## src/rtl/branch_resolve_ctrl_pkg.sv

```systemverilog
// Shared constants and state type for the decode-stage branch sequencer.
package branch_resolve_ctrl_pkg;

  localparam logic [5:0] OP_REGIMM = 6'h01;
  localparam logic [5:0] OP_BEQ    = 6'h04;
  localparam logic [5:0] OP_BNE    = 6'h05;
  localparam logic [5:0] OP_BLEZ   = 6'h06;
  localparam logic [5:0] OP_BGTZ   = 6'h07;

  localparam logic [4:0] RT_BLTZ   = 5'h00;
  localparam logic [4:0] RT_BGEZ   = 5'h01;
  localparam logic [4:0] RT_BLTZAL = 5'h10;
  localparam logic [4:0] RT_BGEZAL = 5'h11;

  localparam logic [31:0] ZERO_WORD = '0;

  typedef enum logic [1:0] {
    ST_IDLE = 2'd0,
    ST_WAIT = 2'd1,
    ST_SLOT = 2'd2
  } br_state_e;

  // Saturating increment so a long operand wait never wraps back below the limit.
  function automatic logic [3:0] sat_inc4(input logic [3:0] v);
    return (v == 4'hF) ? v : v + 4'd1;
  endfunction

endpackage

```

## src/rtl/branch_resolve_ctrl_if.sv

```systemverilog
// ID-stage <-> branch sequencer signal bundle. Optional stats outputs exist
// only when BRANCH_STATS_EN is defined.
interface branch_resolve_ctrl_if;
  logic        id_valid;
  logic [5:0]  op;
  logic [4:0]  rt;
  logic [31:0] a;
  logic [31:0] b;
  logic        a_rdy;
  logic        b_rdy;
  logic [31:0] target;
  logic        stall_i;
  logic        flush_i;
  logic        stall_o;
  logic        redirect_valid;
  logic [31:0] redirect_pc;
  logic        link_we;
  logic        in_delay_slot;
  logic        wait_err;
  logic        ds_branch_err;
`ifdef BRANCH_STATS_EN
  logic [31:0] br_cnt;
  logic [31:0] taken_cnt;
  logic [31:0] stall_cnt;
`endif

  modport master (
    output id_valid, op, rt, a, b, a_rdy, b_rdy, target, stall_i, flush_i,
    input  stall_o, redirect_valid, redirect_pc, link_we, in_delay_slot,
           wait_err, ds_branch_err
`ifdef BRANCH_STATS_EN
    , input br_cnt, taken_cnt, stall_cnt
`endif
  );

  modport slave (
    input  id_valid, op, rt, a, b, a_rdy, b_rdy, target, stall_i, flush_i,
    output stall_o, redirect_valid, redirect_pc, link_we, in_delay_slot,
           wait_err, ds_branch_err
`ifdef BRANCH_STATS_EN
    , output br_cnt, taken_cnt, stall_cnt
`endif
  );
endinterface

```

## src/rtl/branch_resolve_ctrl_cond_eval.sv

```systemverilog
// Combinational branch decode and condition evaluation for the ID instruction.
module branch_cond_eval
  import branch_resolve_ctrl_pkg::*;
(
  input  logic [5:0]  op,
  input  logic [4:0]  rt,
  input  logic [31:0] a,
  input  logic [31:0] b,
  output logic        is_branch,
  output logic        needs_b,
  output logic        is_link,
  output logic        cond
);

  logic a_zero;
  logic a_neg;

  assign a_zero = (a == ZERO_WORD);
  assign a_neg  = a[31];

  always_comb begin
    is_branch = 1'b0;
    needs_b   = 1'b0;
    is_link   = 1'b0;
    cond      = 1'b0;
    case (op)
      OP_BEQ: begin
        is_branch = 1'b1;
        needs_b   = 1'b1;
        cond      = (a == b);
      end
      OP_BNE: begin
        is_branch = 1'b1;
        needs_b   = 1'b1;
        cond      = (a != b);
      end
      OP_BGTZ: begin
        is_branch = 1'b1;
        cond      = !a_neg && !a_zero;
      end
      OP_BLEZ: begin
        is_branch = 1'b1;
        cond      = a_neg || a_zero;
      end
      OP_REGIMM: begin
        case (rt)
          RT_BLTZ: begin
            is_branch = 1'b1;
            cond      = a_neg;
          end
          RT_BGEZ: begin
            is_branch = 1'b1;
            cond      = !a_neg;
          end
          RT_BLTZAL: begin
            is_branch = 1'b1;
            is_link   = 1'b1;
            cond      = a_neg;
          end
          RT_BGEZAL: begin
            is_branch = 1'b1;
            is_link   = 1'b1;
            cond      = !a_neg;
          end
          default: ;
        endcase
      end
      default: ;
    endcase
  end

endmodule

```

## src/rtl/branch_resolve_ctrl.sv

```systemverilog
// Decode-stage branch sequencer: operand wait, resolve, delay-slot tracking.
// Define BRANCH_STATS_EN to add the br_cnt/taken_cnt/stall_cnt counters.
module branch_resolve_ctrl
  import branch_resolve_ctrl_pkg::*;
#(
  parameter int unsigned WAIT_MAX = 15
) (
  input  logic                 clk,
  input  logic                 resetn,
  branch_resolve_ctrl_if.slave bus
);

  localparam logic [3:0] WAIT_LIMIT = 4'(WAIT_MAX);

  br_state_e   state_q, state_d;
  logic        redirect_valid_q, redirect_valid_d;
  logic [31:0] redirect_pc_q, redirect_pc_d;
  logic        link_we_q, link_we_d;
  logic        wait_err_q, wait_err_d;
  logic        ds_branch_err_q, ds_branch_err_d;
  logic [3:0]  wait_cnt_q, wait_cnt_d;

  logic is_branch, needs_b, is_link, cond;
  logic br_present, ops_rdy, resolve, stall_c;

  branch_cond_eval u_cond (
    .op        (bus.op),
    .rt        (bus.rt),
    .a         (bus.a),
    .b         (bus.b),
    .is_branch (is_branch),
    .needs_b   (needs_b),
    .is_link   (is_link),
    .cond      (cond)
  );

  assign br_present = bus.id_valid && is_branch;
  assign ops_rdy    = bus.a_rdy && (bus.b_rdy || !needs_b);

  always_comb begin
    state_d          = state_q;
    redirect_valid_d = redirect_valid_q;
    redirect_pc_d    = redirect_pc_q;
    link_we_d        = 1'b0;
    ds_branch_err_d  = 1'b0;
    wait_err_d       = wait_err_q;
    wait_cnt_d       = wait_cnt_q;
    stall_c          = 1'b0;
    resolve          = 1'b0;

    if (bus.flush_i) begin
      state_d          = ST_IDLE;
      redirect_valid_d = 1'b0;
      wait_cnt_d       = '0;
    end else begin
      case (state_q)
        ST_IDLE: begin
          if (br_present) begin
            if (!ops_rdy) begin
              stall_c    = 1'b1;
              state_d    = ST_WAIT;
              wait_cnt_d = '0;
            end else if (!bus.stall_i) begin
              resolve = 1'b1;
            end
          end
        end
        ST_WAIT: begin
          // The resolving cycle releases IF/ID so the delay slot can enter.
          if (br_present && ops_rdy && !bus.stall_i) begin
            resolve = 1'b1;
          end else begin
            stall_c = 1'b1;
            if (!bus.stall_i) begin
              wait_cnt_d = sat_inc4(wait_cnt_q);
              if (wait_cnt_d >= WAIT_LIMIT) wait_err_d = 1'b1;
            end
          end
        end
        ST_SLOT: begin
          if (bus.id_valid && !bus.stall_i) begin
            state_d          = ST_IDLE;
            redirect_valid_d = 1'b0;
            ds_branch_err_d  = is_branch;
          end
        end
        default: state_d = ST_IDLE;
      endcase

      if (resolve) begin
        state_d          = ST_SLOT;
        redirect_valid_d = cond;
        redirect_pc_d    = bus.target;
        link_we_d        = is_link;
        wait_cnt_d       = '0;
      end
    end
  end

  always_ff @(posedge clk or negedge resetn) begin
    if (!resetn) begin
      state_q          <= ST_IDLE;
      redirect_valid_q <= 1'b0;
      redirect_pc_q    <= ZERO_WORD;
      link_we_q        <= 1'b0;
      wait_err_q       <= 1'b0;
      ds_branch_err_q  <= 1'b0;
      wait_cnt_q       <= '0;
    end else begin
      state_q          <= state_d;
      redirect_valid_q <= redirect_valid_d;
      redirect_pc_q    <= redirect_pc_d;
      link_we_q        <= link_we_d;
      wait_err_q       <= wait_err_d;
      ds_branch_err_q  <= ds_branch_err_d;
      wait_cnt_q       <= wait_cnt_d;
    end
  end

  assign bus.stall_o        = stall_c;
  assign bus.redirect_valid = redirect_valid_q;
  assign bus.redirect_pc    = redirect_pc_q;
  assign bus.link_we        = link_we_q;
  assign bus.in_delay_slot  = (state_q == ST_SLOT);
  assign bus.wait_err       = wait_err_q;
  assign bus.ds_branch_err  = ds_branch_err_q;

`ifdef BRANCH_STATS_EN
  logic [31:0] br_cnt_q, br_cnt_d;
  logic [31:0] taken_cnt_q, taken_cnt_d;
  logic [31:0] stall_cnt_q, stall_cnt_d;

  always_comb begin
    br_cnt_d    = br_cnt_q + {31'd0, resolve};
    taken_cnt_d = taken_cnt_q + {31'd0, resolve && cond};
    stall_cnt_d = stall_cnt_q + {31'd0, stall_c};
  end

  always_ff @(posedge clk or negedge resetn) begin
    if (!resetn) begin
      br_cnt_q    <= '0;
      taken_cnt_q <= '0;
      stall_cnt_q <= '0;
    end else begin
      br_cnt_q    <= br_cnt_d;
      taken_cnt_q <= taken_cnt_d;
      stall_cnt_q <= stall_cnt_d;
    end
  end

  assign bus.br_cnt    = br_cnt_q;
  assign bus.taken_cnt = taken_cnt_q;
  assign bus.stall_cnt = stall_cnt_q;
`endif

endmodule

```

## src/flat_wrapper.sv

```systemverilog
// flat-port wrapper written by rule: the top's interface ports become plain ports
module branch_resolve_ctrl_flat import branch_resolve_ctrl_pkg::*;
#(
  parameter int unsigned WAIT_MAX = 15
)
  (clk, resetn, bus_id_valid, bus_op, bus_rt, bus_a, bus_b, bus_a_rdy, bus_b_rdy, bus_target, bus_stall_i, bus_flush_i, bus_stall_o, bus_redirect_valid, bus_redirect_pc, bus_link_we, bus_in_delay_slot, bus_wait_err, bus_ds_branch_err);
  branch_resolve_ctrl_if bus_i ();
  input  logic clk;
  input  logic resetn;
  input wire logic [$bits(bus_i.id_valid)-1:0] bus_id_valid;
  input wire logic [$bits(bus_i.op)-1:0] bus_op;
  input wire logic [$bits(bus_i.rt)-1:0] bus_rt;
  input wire logic [$bits(bus_i.a)-1:0] bus_a;
  input wire logic [$bits(bus_i.b)-1:0] bus_b;
  input wire logic [$bits(bus_i.a_rdy)-1:0] bus_a_rdy;
  input wire logic [$bits(bus_i.b_rdy)-1:0] bus_b_rdy;
  input wire logic [$bits(bus_i.target)-1:0] bus_target;
  input wire logic [$bits(bus_i.stall_i)-1:0] bus_stall_i;
  input wire logic [$bits(bus_i.flush_i)-1:0] bus_flush_i;
  output wire logic [$bits(bus_i.stall_o)-1:0] bus_stall_o;
  output wire logic [$bits(bus_i.redirect_valid)-1:0] bus_redirect_valid;
  output wire logic [$bits(bus_i.redirect_pc)-1:0] bus_redirect_pc;
  output wire logic [$bits(bus_i.link_we)-1:0] bus_link_we;
  output wire logic [$bits(bus_i.in_delay_slot)-1:0] bus_in_delay_slot;
  output wire logic [$bits(bus_i.wait_err)-1:0] bus_wait_err;
  output wire logic [$bits(bus_i.ds_branch_err)-1:0] bus_ds_branch_err;
  assign bus_i.id_valid = bus_id_valid;
  assign bus_i.op = bus_op;
  assign bus_i.rt = bus_rt;
  assign bus_i.a = bus_a;
  assign bus_i.b = bus_b;
  assign bus_i.a_rdy = bus_a_rdy;
  assign bus_i.b_rdy = bus_b_rdy;
  assign bus_i.target = bus_target;
  assign bus_i.stall_i = bus_stall_i;
  assign bus_i.flush_i = bus_flush_i;
  assign bus_stall_o = bus_i.stall_o;
  assign bus_redirect_valid = bus_i.redirect_valid;
  assign bus_redirect_pc = bus_i.redirect_pc;
  assign bus_link_we = bus_i.link_we;
  assign bus_in_delay_slot = bus_i.in_delay_slot;
  assign bus_wait_err = bus_i.wait_err;
  assign bus_ds_branch_err = bus_i.ds_branch_err;
  branch_resolve_ctrl #(.WAIT_MAX(WAIT_MAX)) u_core (.clk(clk), .resetn(resetn), .bus(bus_i));
endmodule
```

## config.mk

```make
export PLATFORM = sky130hd
export DESIGN_NAME = branch_resolve_ctrl_flat
export DESIGN_NICKNAME = d
export VERILOG_FILES = /design/src/rtl/branch_resolve_ctrl_pkg.sv /design/src/rtl/branch_resolve_ctrl_if.sv /design/src/rtl/branch_resolve_ctrl_cond_eval.sv /design/src/rtl/branch_resolve_ctrl.sv /design/src/flat_wrapper.sv
export SDC_FILE = /design/constraint.sdc
export NUM_CORES = 1
export LEC_CHECK = 0
export ABC_AREA = 1
export CORE_ASPECT_RATIO = 2
export CORE_UTILIZATION = 30
export CTS_BUF_LIST = sky130_fd_sc_hd__clkbuf_16
export CTS_CLUSTER_DIAMETER = 80
export CTS_CLUSTER_SIZE = 28
export DETAILED_ROUTE_END_ITERATION = 16
export PLACE_DENSITY_LB_ADDON = 0.1
export SYNTH_ARGS = -nofsm -noshare
export SYNTH_HDL_FRONTEND = slang
export SYNTH_SLANG_ARGS = --single-unit
```

## constraint.sdc

```tcl
create_clock -name clk -period 4.2 [get_ports clk]
set_clock_uncertainty 0.05 [all_clocks]
set_input_delay 1.26 -clock clk [delete_from_list [all_inputs] [get_ports clk]]
set_output_delay 1.26 -clock clk [all_outputs]
set_load 0.02 [all_outputs]
```

==> flow_metrics.py, run 1 <==
metrics = {
    "power_and_ir_drop": {
        "p_leak_nw": 2.22,
        "ir_worst_vdd_mv": 0.288,
        "power.density_nw_per_um2": 251,
    },
    "worst_hold_path": {
        "hp-class": "register to register",
        "min_to": "u_core.bus.redirect_pc[9]",
        "min_from": "u_core.bus.redirect_pc[9]",
        "min_path_cells": 2,
    },
    "setup_path": {
        "worstPathCellList": "clkdlybuf4s50_1, inv_1, nor2_2, nand2_1, nor2_2, nand2_1, nand2_2, inv_2, nand3_1, nand2_1, a21oi_1, buf_4",
        "r2r_end": "u_core.bus.wait_err",
        "critical_path_arrival_ps": 2720,
        "crit_path_max_fanout": 3,
        "endpoint_kind": "output pin",
        "crit_path_frequent_cell": "nand2_1",
        "critPathKind": "input pin to output pin",
        "worst_r2r_path_depth": 5,
        "critPathRequiredTime_ps": 2890,
        "regToRegStartpoint": "u_core.wait_cnt_q[0]",
        "start_kind": "input pin",
        "max_stage_delay_ps": 480,
        "rrSetupSlack_ps": 2670,
        "path_delay_family": "buffers and inverters",
        "critical_path.startpoint": "bus_op[2]",
        "cp_slowest_cell": "clkdlybuf4s50_1",
        "critPathBufInv": 4,
    },
    "place": {
        "hpwl_um": 6530,
        "place_area_um2": 4290,
        "io_buffers": 151,
        "gp_congestion": 0.823,
    },
    "layout": {
        "diodes": 0,
        "utilization_pct": 53.1,
        "final_area_um2": 4440,
        "area_growth_pct": 69.5,
        "nNetsFinal": 675,
        "drive_above_1_share_pct": 6.24,
    },
    "detailed_routing": {
        "ant_nets": 0,
        "wl_per_cell_um": 12.2,
        "drc": 0,
        "first_pass_iters": 4,
        "drt-total-wl_um": 8060,
        "viasPerCell": 4.43,
        "drtIter0Drc": 62,
        "vias": 2921,
    },
    "clock_tree": {
        "cts_tree": "yes",
        "clk_pin_slew_worst_paths_ps": 60,
        "post_cts_buffers": 0,
        "cts_buffers": 5,
        "clkSinkCount": 42,
        "htreeDepth": 2,
        "cts_buffer_depth": 2,
        "root_buffer": "clkbuf_16",
        "worst_skew_pair.late_latency_ps": 270,
    },
    "global_route": {
        "grt_pass1_vias": 2856,
        "grt_max_degree": 43,
        "grt_pass1_wl_um": 12400,
        "antenna_found_initial": 0,
        "gr-usage-all-layers_pct": 18.0,
        "grt_overflow": 0,
    },
    "sta": {
        "hold_viol": 0,
        "worst_pin_slew_ps": 937,
        "finalMaxSlewViolations": 0,
        "rsz0062_at_grt": "no",
        "min_period_ps": 4030,
        "timing.fmax_mhz": 248,
        "relSlewSlack_pct": 37.6,
        "fin_crit_sh_pct": 95.9,
        "setup_viol_count_final": 0,
        "hold_ws_ps": 416,
    },
    "synth": {
        "synth_area_um2": 2620,
        "synthTopCellsByArea": "dfrtp_1 40%, nand2_1 28%, inv_1 6.7%, nor2_1 5.6%, xnor2_1 5.4%",
        "yosys.area.top_type": "dfrtp_1",
        "synth_edf_count": 0,
        "synth_nets": 510,
        "seq_area_frac_synth_pct": 40.2,
        "synth_top_area_share_pct": 40.2,
        "async_flop_share_pct": 100,
        "syn_area_per_cell_um2": 6.63,
        "synth_flop_cell": "dfrtp_1",
        "ys_ff_latch": 42,
        "syn_inst": 395,
        "synth_warnings": 0,
        "synthDistinctLibCells": 27,
    },
    "floorplan": {
        "die_y_um": 134,
        "design.core.area_um2": 8350,
        "start_util_pct": 31.3,
        "die_x_um": 68.1,
        "rows": 47,
        "io_pins": 152,
        "dieArea_um2": 9130,
    },
    "flow_run": {
        "cap_violations": 0,
    },
    "outcome": {
        "status": "complete, no violations",
    },
}
==> cell families after synthesis <==
logic type | Yosys count | synth area share, %
simple gates | 266 | 41.5
buf+inv | 57 | 9.56
flops | 42 | 40.2
xor+xnor | 18 | 6.02
compound gates | 11 | 2.29
fa+ha+maj | 1 | 0.478
==> power breakdown <==
part | internal (mW) | total (mW) | leakage (nW) | switching (mW)
logic | 0.175 | 0.300 | 1.57 | 0.125
clock network | 0.218 | 0.368 | 0.0750 | 0.151
registers | 0.430 | 0.444 | 0.571 | 0.0135
==> metrics by stage <==
stage          worst slack, ps  total power, mW  std cells  setup TNS (ps)
6_report                   170             1.11        659               0
5_1_grt                   6.22             1.17        659               0
4_1_cts                   25.6             1.13        659               0
3_5_place_dp              -316            0.753        651            -316
3_3_place_gp              -295            0.749        651            -295
2_1_floorplan              540            0.556        395               0
==> placed cells by master, fill, tap and decap left out, types with 2 or more instances in the layout <==
| cell | netlist | routed |
|---|---|---|
| nand2_2 | 1 | 2 |
| a21oi_1 | 4 | 4 |
| nand2_1 | 196 | 195 |
| inv_1 | 47 | 48 |
| xnor2_1 | 16 | 16 |
| o21ai_0 | 5 | 5 |
| inv_2 | 2 | 2 |
| xor2_1 | 2 | 2 |
| clkbuf_16 | 0 | 5 |
| nor2_2 | 2 | 3 |
| nand3_1 | 15 | 15 |
| clkdlybuf4s50_1 | 0 | 149 |
| dfrtp_1 | 42 | 42 |
| nor2_1 | 39 | 38 |
| buf_4 | 3 | 15 |
| nand4_1 | 6 | 6 |
==> per-layer routing <==
metal | vias to the layer above | track usage (%) | part of all wire, %
li1 | 1515 | - | -
met1 | 1304 | 16.3 | 34
met2 | 94 | 35.7 | 56
met3 | 8 | 3.74 | 7.6
met4 | 0 | 6.60 | 1.8
met5 | - | 0 | 0
==> registers in the layout, indices dropped and copies added (netlist names) <==
register,flops
u_core.bus.redirect_pc,32
u_core.state_q,2
u_core.wait_cnt_q,4
u_core.bus.link_we,1
u_core.bus.ds_branch_err,1
u_core.bus.wait_err,1
u_core.bus.redirect_valid,1
==> area by class of cell <==
type	instances	area, µm²
well taps	98	123
fillers	835	3910
clock inverters	3	17.5
multi-input cells	296	1320
flip-flops and latches	42	1050
inverters	50	190
repair buffers	165	1610
clock buffers	5	125
==> worst max-delay path by stage <==
stage | endpoint | cells after the start
after floorplan | bus_stall_o | 9
after global placement | bus_stall_o | 12
after detailed placement | bus_stall_o | 12
after CTS | bus_stall_o | 12
after global routing | bus_stall_o | 12
final | bus_stall_o | 12
==> worst min-delay path, delay by kind of cell, from the launching register on <==
family | cells | cell delay [ps]
DFF | 1 | 340
and+or+nand+nor | 2 | 100
==> timing repair <==
| action | 4_1_cts | 5_1_grt |
|---|---|---|
| setup endpoints to repair | 1 | 1 |
| resized for setup | 3 | 4 |
| endpoints found under the hold margin | 0 | 0 |
| hold buffers | 0 | 0 |
==> cells in the mapped netlist, types with 2 or more instances <==
library cell	n
a21oi_1	4
buf_4	3
buf_6	3
dfrtp_1	42
inv_1	47
inv_2	2
nand2_1	196
nand3_1	15
nand4_1	6
nor2_1	39
nor2_2	2
o21ai_0	5
xnor2_1	16
xor2_1	2
Note: power is estimated with default switching activity, not from simulation.
==> run 2: changes to the inputs <==
--- a/config.mk
+++ b/config.mk
@@ -12,7 +12,8 @@
 export CTS_CLUSTER_DIAMETER = 80
 export CTS_CLUSTER_SIZE = 28
 export DETAILED_ROUTE_END_ITERATION = 16
-export PLACE_DENSITY_LB_ADDON = 0.1
+export PLACE_DENSITY = 0.66
 export SYNTH_ARGS = -nofsm -noshare
 export SYNTH_HDL_FRONTEND = slang
 export SYNTH_SLANG_ARGS = --single-unit
+export TNS_END_PERCENT = 100
==> run 2 against run 1 <==
Power rose by 1.3%. Final cell count unchanged. Non-clock buffer count unchanged. Sequential share of layout area about the same. Design area barely moved. Critical path type unchanged. Largest cell class unchanged. Highest routed layer unchanged.
==> flow_metrics.py, run 2 (synthesis gave the netlist of run 1 again) <==
metrics = {
    "power_and_ir_drop": {
        "power.density_nw_per_um2": 254,
        "finalPower_mw": 1.13,
        "p_leak_nw": 2.22,
        "ir_worst_vdd_mv": 0.370,
    },
    "detailed_routing": {
        "viasPerCell": 4.41,
        "ant_nets": 0,
        "drc": 0,
        "wl_per_cell_um": 13.0,
        "drtIter0Drc": 85,
        "vias": 2908,
        "first_pass_iters": 4,
        "drt-total-wl_um": 8580,
    },
    "worst_hold_path": {
        "hp-class": "register to register",
        "min_from": "u_core.bus.redirect_pc[8]",
        "min_to": "u_core.bus.redirect_pc[8]",
        "min_path_cells": 2,
    },
    "layout": {
        "nNetsFinal": 675,
        "drive_above_1_share_pct": 6.42,
        "utilization_pct": 53.2,
        "area_growth_pct": 69.6,
        "fill_cells": 826,
        "final_common_cell": "nand2_1",
        "multi_input_area_um2": 1320,
        "final_area_um2": 4440,
        "final_cell_mix": "196 x nand2_1, 149 x clkdlybuf4s50_1, 47 x inv_1, 42 x dfrtp_1, 38 x nor2_1",
        "regArea_um2": 1050,
        "diodes": 0,
        "largest_reg_flops": 32,
    },
    "clock_tree": {
        "worst_skew_pair.late_latency_ps": 280,
        "hold_buffers": 0,
        "clk_pin_slew_worst_paths_ps": 60,
        "cts_buffer_depth": 2,
        "root_buffer": "clkbuf_16",
        "clkSinkCount": 42,
        "htreeDepth": 2,
        "cts_tree": "yes",
        "post_cts_buffers": 0,
        "cts_buffers": 5,
    },
    "setup_path": {
        "crit_path_frequent_cell": "nand2_1",
        "worst_r2r_path_depth": 6,
        "critPathRequiredTime_ps": 2890,
        "critPathBufInv": 4,
        "path_delay_family": "buffers and inverters",
        "regToRegStartpoint": "u_core.state_q[1]",
        "cp_slowest_cell": "clkdlybuf4s50_1",
        "worstPathCellList": "clkdlybuf4s50_1, inv_1, nor2_2, nand2_1, nor2_2, nand2_1, nand2_1, inv_2, nand3_1, nand2_1, a21oi_2, buf_4",
        "start_kind": "input pin",
        "critPathKind": "input pin to output pin",
        "crit_path_max_fanout": 3,
        "critical_path_arrival_ps": 2780,
        "max_stage_delay_ps": 480,
        "r2r_end": "u_core.bus.redirect_pc[9]",
        "rrSetupSlack_ps": 2580,
        "endpoint_kind": "output pin",
    },
    "flow_run": {
        "cap_violations": 0,
    },
    "floorplan": {
        "rows": 47,
        "die_x_um": 68.1,
        "die_y_um": 134,
        "dieArea_um2": 9130,
        "io_pins": 152,
        "start_util_pct": 31.3,
        "design.core.area_um2": 8350,
    },
    "sta": {
        "relSlewSlack_pct": 36.7,
        "hold_viol": 0,
        "timing.fmax_mhz": 245,
        "fin_crit_sh_pct": 97.4,
        "setup_viol_count_final": 0,
        "rsz0062_at_grt": "no",
        "min_period_ps": 4090,
        "worst_pin_slew_ps": 949,
        "fin_setup_tns_ps": 0,
        "finalMaxSlewViolations": 0,
    },
    "place": {
        "io_buffers": 151,
        "place_area_um2": 4290,
        "gp_congestion": 0.873,
        "hpwl_um": 7030,
    },
    "global_route": {
        "grt_pass1_vias": 2844,
        "antenna_found_initial": 0,
        "grt_pass1_wl_um": 12800,
        "gr-usage-all-layers_pct": 19.0,
        "grt_max_degree": 43,
        "grt_overflow": 0,
    },
    "outcome": {
        "status": "complete, no violations",
    },
}
==> run 2: cell counts in the layout (fill, tap and decap cells not counted) <==
Identical to the previous run, type by type.
==> run 2: area by class of cell <==
cell class / instances / share of cell area [%]
multi-input cells: 296 / 29.8
clock buffers: 5 / 2.82
well taps: 98 / 2.76
flip-flops and latches: 42 / 23.7
clock inverters: 3 / 0.423
inverters: 50 / 4.28
repair buffers: 165 / 36.2
==> run 2: worst reg2reg max path: stages, from the launching register on <==
cell and delay [ps]:
dfrtp_1 410, inv_1 120, nand4_4 150, nor2_4 360, buf_4 310, nand2_1 90, nand2_1 80
==> run 2: how the worst max path moves through the flow <==
stage | from | cells past startpoint | endpoint
final | bus_op[2] | 12 | bus_stall_o
after global routing | bus_op[2] | 12 | bus_stall_o
after CTS | bus_op[2] | 12 | bus_stall_o
after detailed placement | bus_op[2] | 12 | bus_stall_o
after global placement | bus_op[2] | 12 | bus_stall_o
after floorplan | bus_op[5] | 9 | bus_stall_o
==> run 2: timing repair <==
| item | 4_1_cts | 5_1_grt |
|---|---|---|
| gates resized for setup | 4 | 3 |
| setup endpoints to repair | 1 | 1 |
| gates cloned | 0 | 0 |
==> run 2: stage by stage <==
step	setup slack [ps]	cells	hold WS [ps]
floorplan	540	395	414
global placement	-358	651	404
detailed placement	-374	651	408
CTS	67.8	659	424
global route	2.58	659	437
finish	111	659	419
==> run 2: metal layers <==
layer,vias up,GRT usage (%),wire [µm]
li1,1512,-,-
met5,-,0,0
met3,13,4.25,713
met1,1269,15.9,2820
met4,0,9.03,259
met2,114,37.8,4800
==> run 2: power by group <==
part | switching (mW) | internal [mW] | total (mW)
Clock | 0.160 | 0.220 | 0.380
Sequential | 0.0142 | 0.430 | 0.445
Combinational | 0.127 | 0.176 | 0.303
==> run 3: changes to the inputs <==
--- a/config.mk
+++ b/config.mk
@@ -12,7 +12,8 @@
 export CTS_CLUSTER_DIAMETER = 80
 export CTS_CLUSTER_SIZE = 28
 export DETAILED_ROUTE_END_ITERATION = 16
-export PLACE_DENSITY = 0.66
+export DONT_BUFFER_PORTS = 1
+export GPL_ROUTABILITY_DRIVEN = 0
 export SYNTH_ARGS = -nofsm -noshare
 export SYNTH_HDL_FRONTEND = slang
 export SYNTH_SLANG_ARGS = --single-unit
==> run 3 against run 2 <==
Power down 17%. Design area down 36%. Flip-flop and latch count unchanged. Maximum frequency up 6.9%. Non-clock buffer count decreased by 163. Clock power hardly changed. First-iteration DRC count down 39%. Sequential power up 8.3%. Utilization fell by 19 points. Clock-buffer cell count is the same. Critical path depth is 1 lower. Largest power group unchanged.
==> flow_metrics.py, run 3 (synthesis gave the netlist of run 1 again) <==
metrics = {
    "outcome": {
        "status": "complete, no violations",
    },
    "flow_run": {
        "cap_violations": 0,
    },
    "layout": {
        "area_growth_pct": 8.56,
        "largest_reg_flops": 32,
        "fill_cells": 914,
        "drive_above_1_share_pct": 5.03,
        "diodes": 0,
        "final_area_um2": 2840,
        "final_cell_mix": "196 x nand2_1, 47 x inv_1, 42 x dfrtp_1, 39 x nor2_1, 16 x xnor2_1",
        "final_common_cell": "nand2_1",
        "final_cells": 496,
        "multi_input_area_um2": 1320,
        "nNetsFinal": 512,
        "regArea_um2": 1050,
    },
    "detailed_routing": {
        "drt-total-wl_um": 6710,
        "vias": 2370,
        "first_pass_iters": 4,
        "wl_per_cell_um": 13.5,
        "viasPerCell": 4.78,
        "ant_nets": 0,
        "drtIter0Drc": 52,
        "drc": 0,
    },
    "power_and_ir_drop": {
        "switching_share_pct": 26.8,
        "p_leak_nw": 1.58,
        "combinationalPowerShare_pct": 8.8,
        "switching_power_mw": 0.252,
        "power.density_nw_per_um2": 331,
        "ir_worst_vdd_mv": 0.288,
        "clkPwrFrac_pct": 40.0,
        "internal_power_mw": 0.688,
        "seqPwrFrac_pct": 51.2,
    },
    "worst_hold_path": {
        "hp-class": "register to register",
    },
    "global_route": {
        "grt_pass1_vias": 2262,
        "antenna_found_initial": 0,
        "grt_overflow": 0,
        "grt_pass1_wl_um": 9640,
        "grt_max_degree": 43,
        "gr-usage-all-layers_pct": 14.4,
    },
    "sta": {
        "timing.fmax_mhz": 261,
        "hold_ws_ps": 492,
        "worst_pin_slew_ps": 523,
        "setup_viol_count_final": 0,
        "relSlewSlack_pct": 65.0,
        "finalMaxSlewViolations": 0,
        "min_period_ps": 3830,
        "fin_setup_tns_ps": 0,
        "fin_crit_sh_pct": 91.1,
        "hold_viol": 0,
        "rsz0062_at_grt": "no",
    },
    "floorplan": {
        "dieArea_um2": 9130,
        "start_util_pct": 31.3,
        "design.core.area_um2": 8350,
        "io_pins": 152,
        "die_x_um": 68.1,
        "rows": 47,
        "die_y_um": 134,
    },
    "setup_path": {
        "critPathRequiredTime_ps": 2890,
        "endpoint_kind": "output pin",
        "start_kind": "input pin",
        "critPathKind": "input pin to output pin",
        "critical_path_arrival_ps": 2520,
        "crit_path_max_fanout": 5,
    },
    "clock_tree": {
        "clkSinkCount": 42,
        "htreeDepth": 2,
        "cts_buffer_depth": 2,
        "clk_pin_slew_worst_paths_ps": 60,
        "cts_buffers": 5,
        "post_cts_buffers": 0,
        "cts_tree": "yes",
        "hold_buffers": 0,
        "post_cts_resized": 0,
        "worst_skew_pair.late_latency_ps": 280,
        "root_buffer": "clkbuf_16",
    },
    "place": {
        "place_area_um2": 2700,
        "hpwl_um": 5560,
        "dp.cells": 488,
        "io_buffers": 0,
    },
}
==> run 3: worst paths after layout <==
path / slack (ps) / depth (start not counted) / start / endpoint
min in group asynchronous: 620 / 0 / resetn / u_core.bus.redirect_pc[5]
min: 490 / 2 / u_core.wait_cnt_q[1] / u_core.wait_cnt_q[1]
max reg2reg: 2590 / 6 / u_core.state_q[1] / u_core.bus.redirect_pc[16]
max: 370 / 11 / bus_op[2] / bus_stall_o
min reg2reg: 490 / 2 / u_core.wait_cnt_q[1] / u_core.wait_cnt_q[1]
max in group asynchronous: 3400 / 0 / resetn / u_core.bus.redirect_valid
==> run 3: power by group through the flow <==
stage | clock, mW | combinational [mW] | sequential, mW
2_1_floorplan | 0 | 0.0728 | 0.483
4_1_cts | 0.391 | 0.0835 | 0.482
3_5_place_dp | 0 | 0.0839 | 0.489
6_report | 0.377 | 0.0827 | 0.482
3_3_place_gp | 0 | 0.0801 | 0.490
5_1_grt | 0.402 | 0.0997 | 0.484
==> run 3: through the flow <==
stage	total power [mW]	setup slack [ps]	util, %
floorplan	0.556	540	-
global placement	0.570	472	32.3
detailed placement	0.573	397	32.3
CTS	0.957	394	34.0
global route	0.986	259	34.0
finish	0.941	374	34.0
==> run 3: layer usage <==
| metal | global-route usage [%] | wire length, µm | up-vias |
|---|---|---|---|
| met5 | 0 | 0 | - |
| li1 | - | - | 1193 |
| met1 | 10.7 | 2030 | 1036 |
| met2 | 29.5 | 3870 | 127 |
| met3 | 3.40 | 594 | 14 |
| met4 | 8.10 | 215 | 0 |
==> run 3: worst max-delay path: stages <==
cell and delay, ps:
inv_1 30, nor2_2 150, nand2_1 120, nor2_1 130
nand2_1 80, nand2_1 110, inv_2 60, nand3_1 80
nand2_1 130, a21oi_1 180, buf_4 160
==> run 3: final cells by class <==
class | count | area share [%]
sequential | 42 | 37.0
tap | 98 | 4.32
timing repair buffer | 2 | 0.528
inverter | 50 | 6.69
clock buffer | 5 | 4.40
multi-input combinational | 296 | 46.3
clock inverter | 3 | 0.749
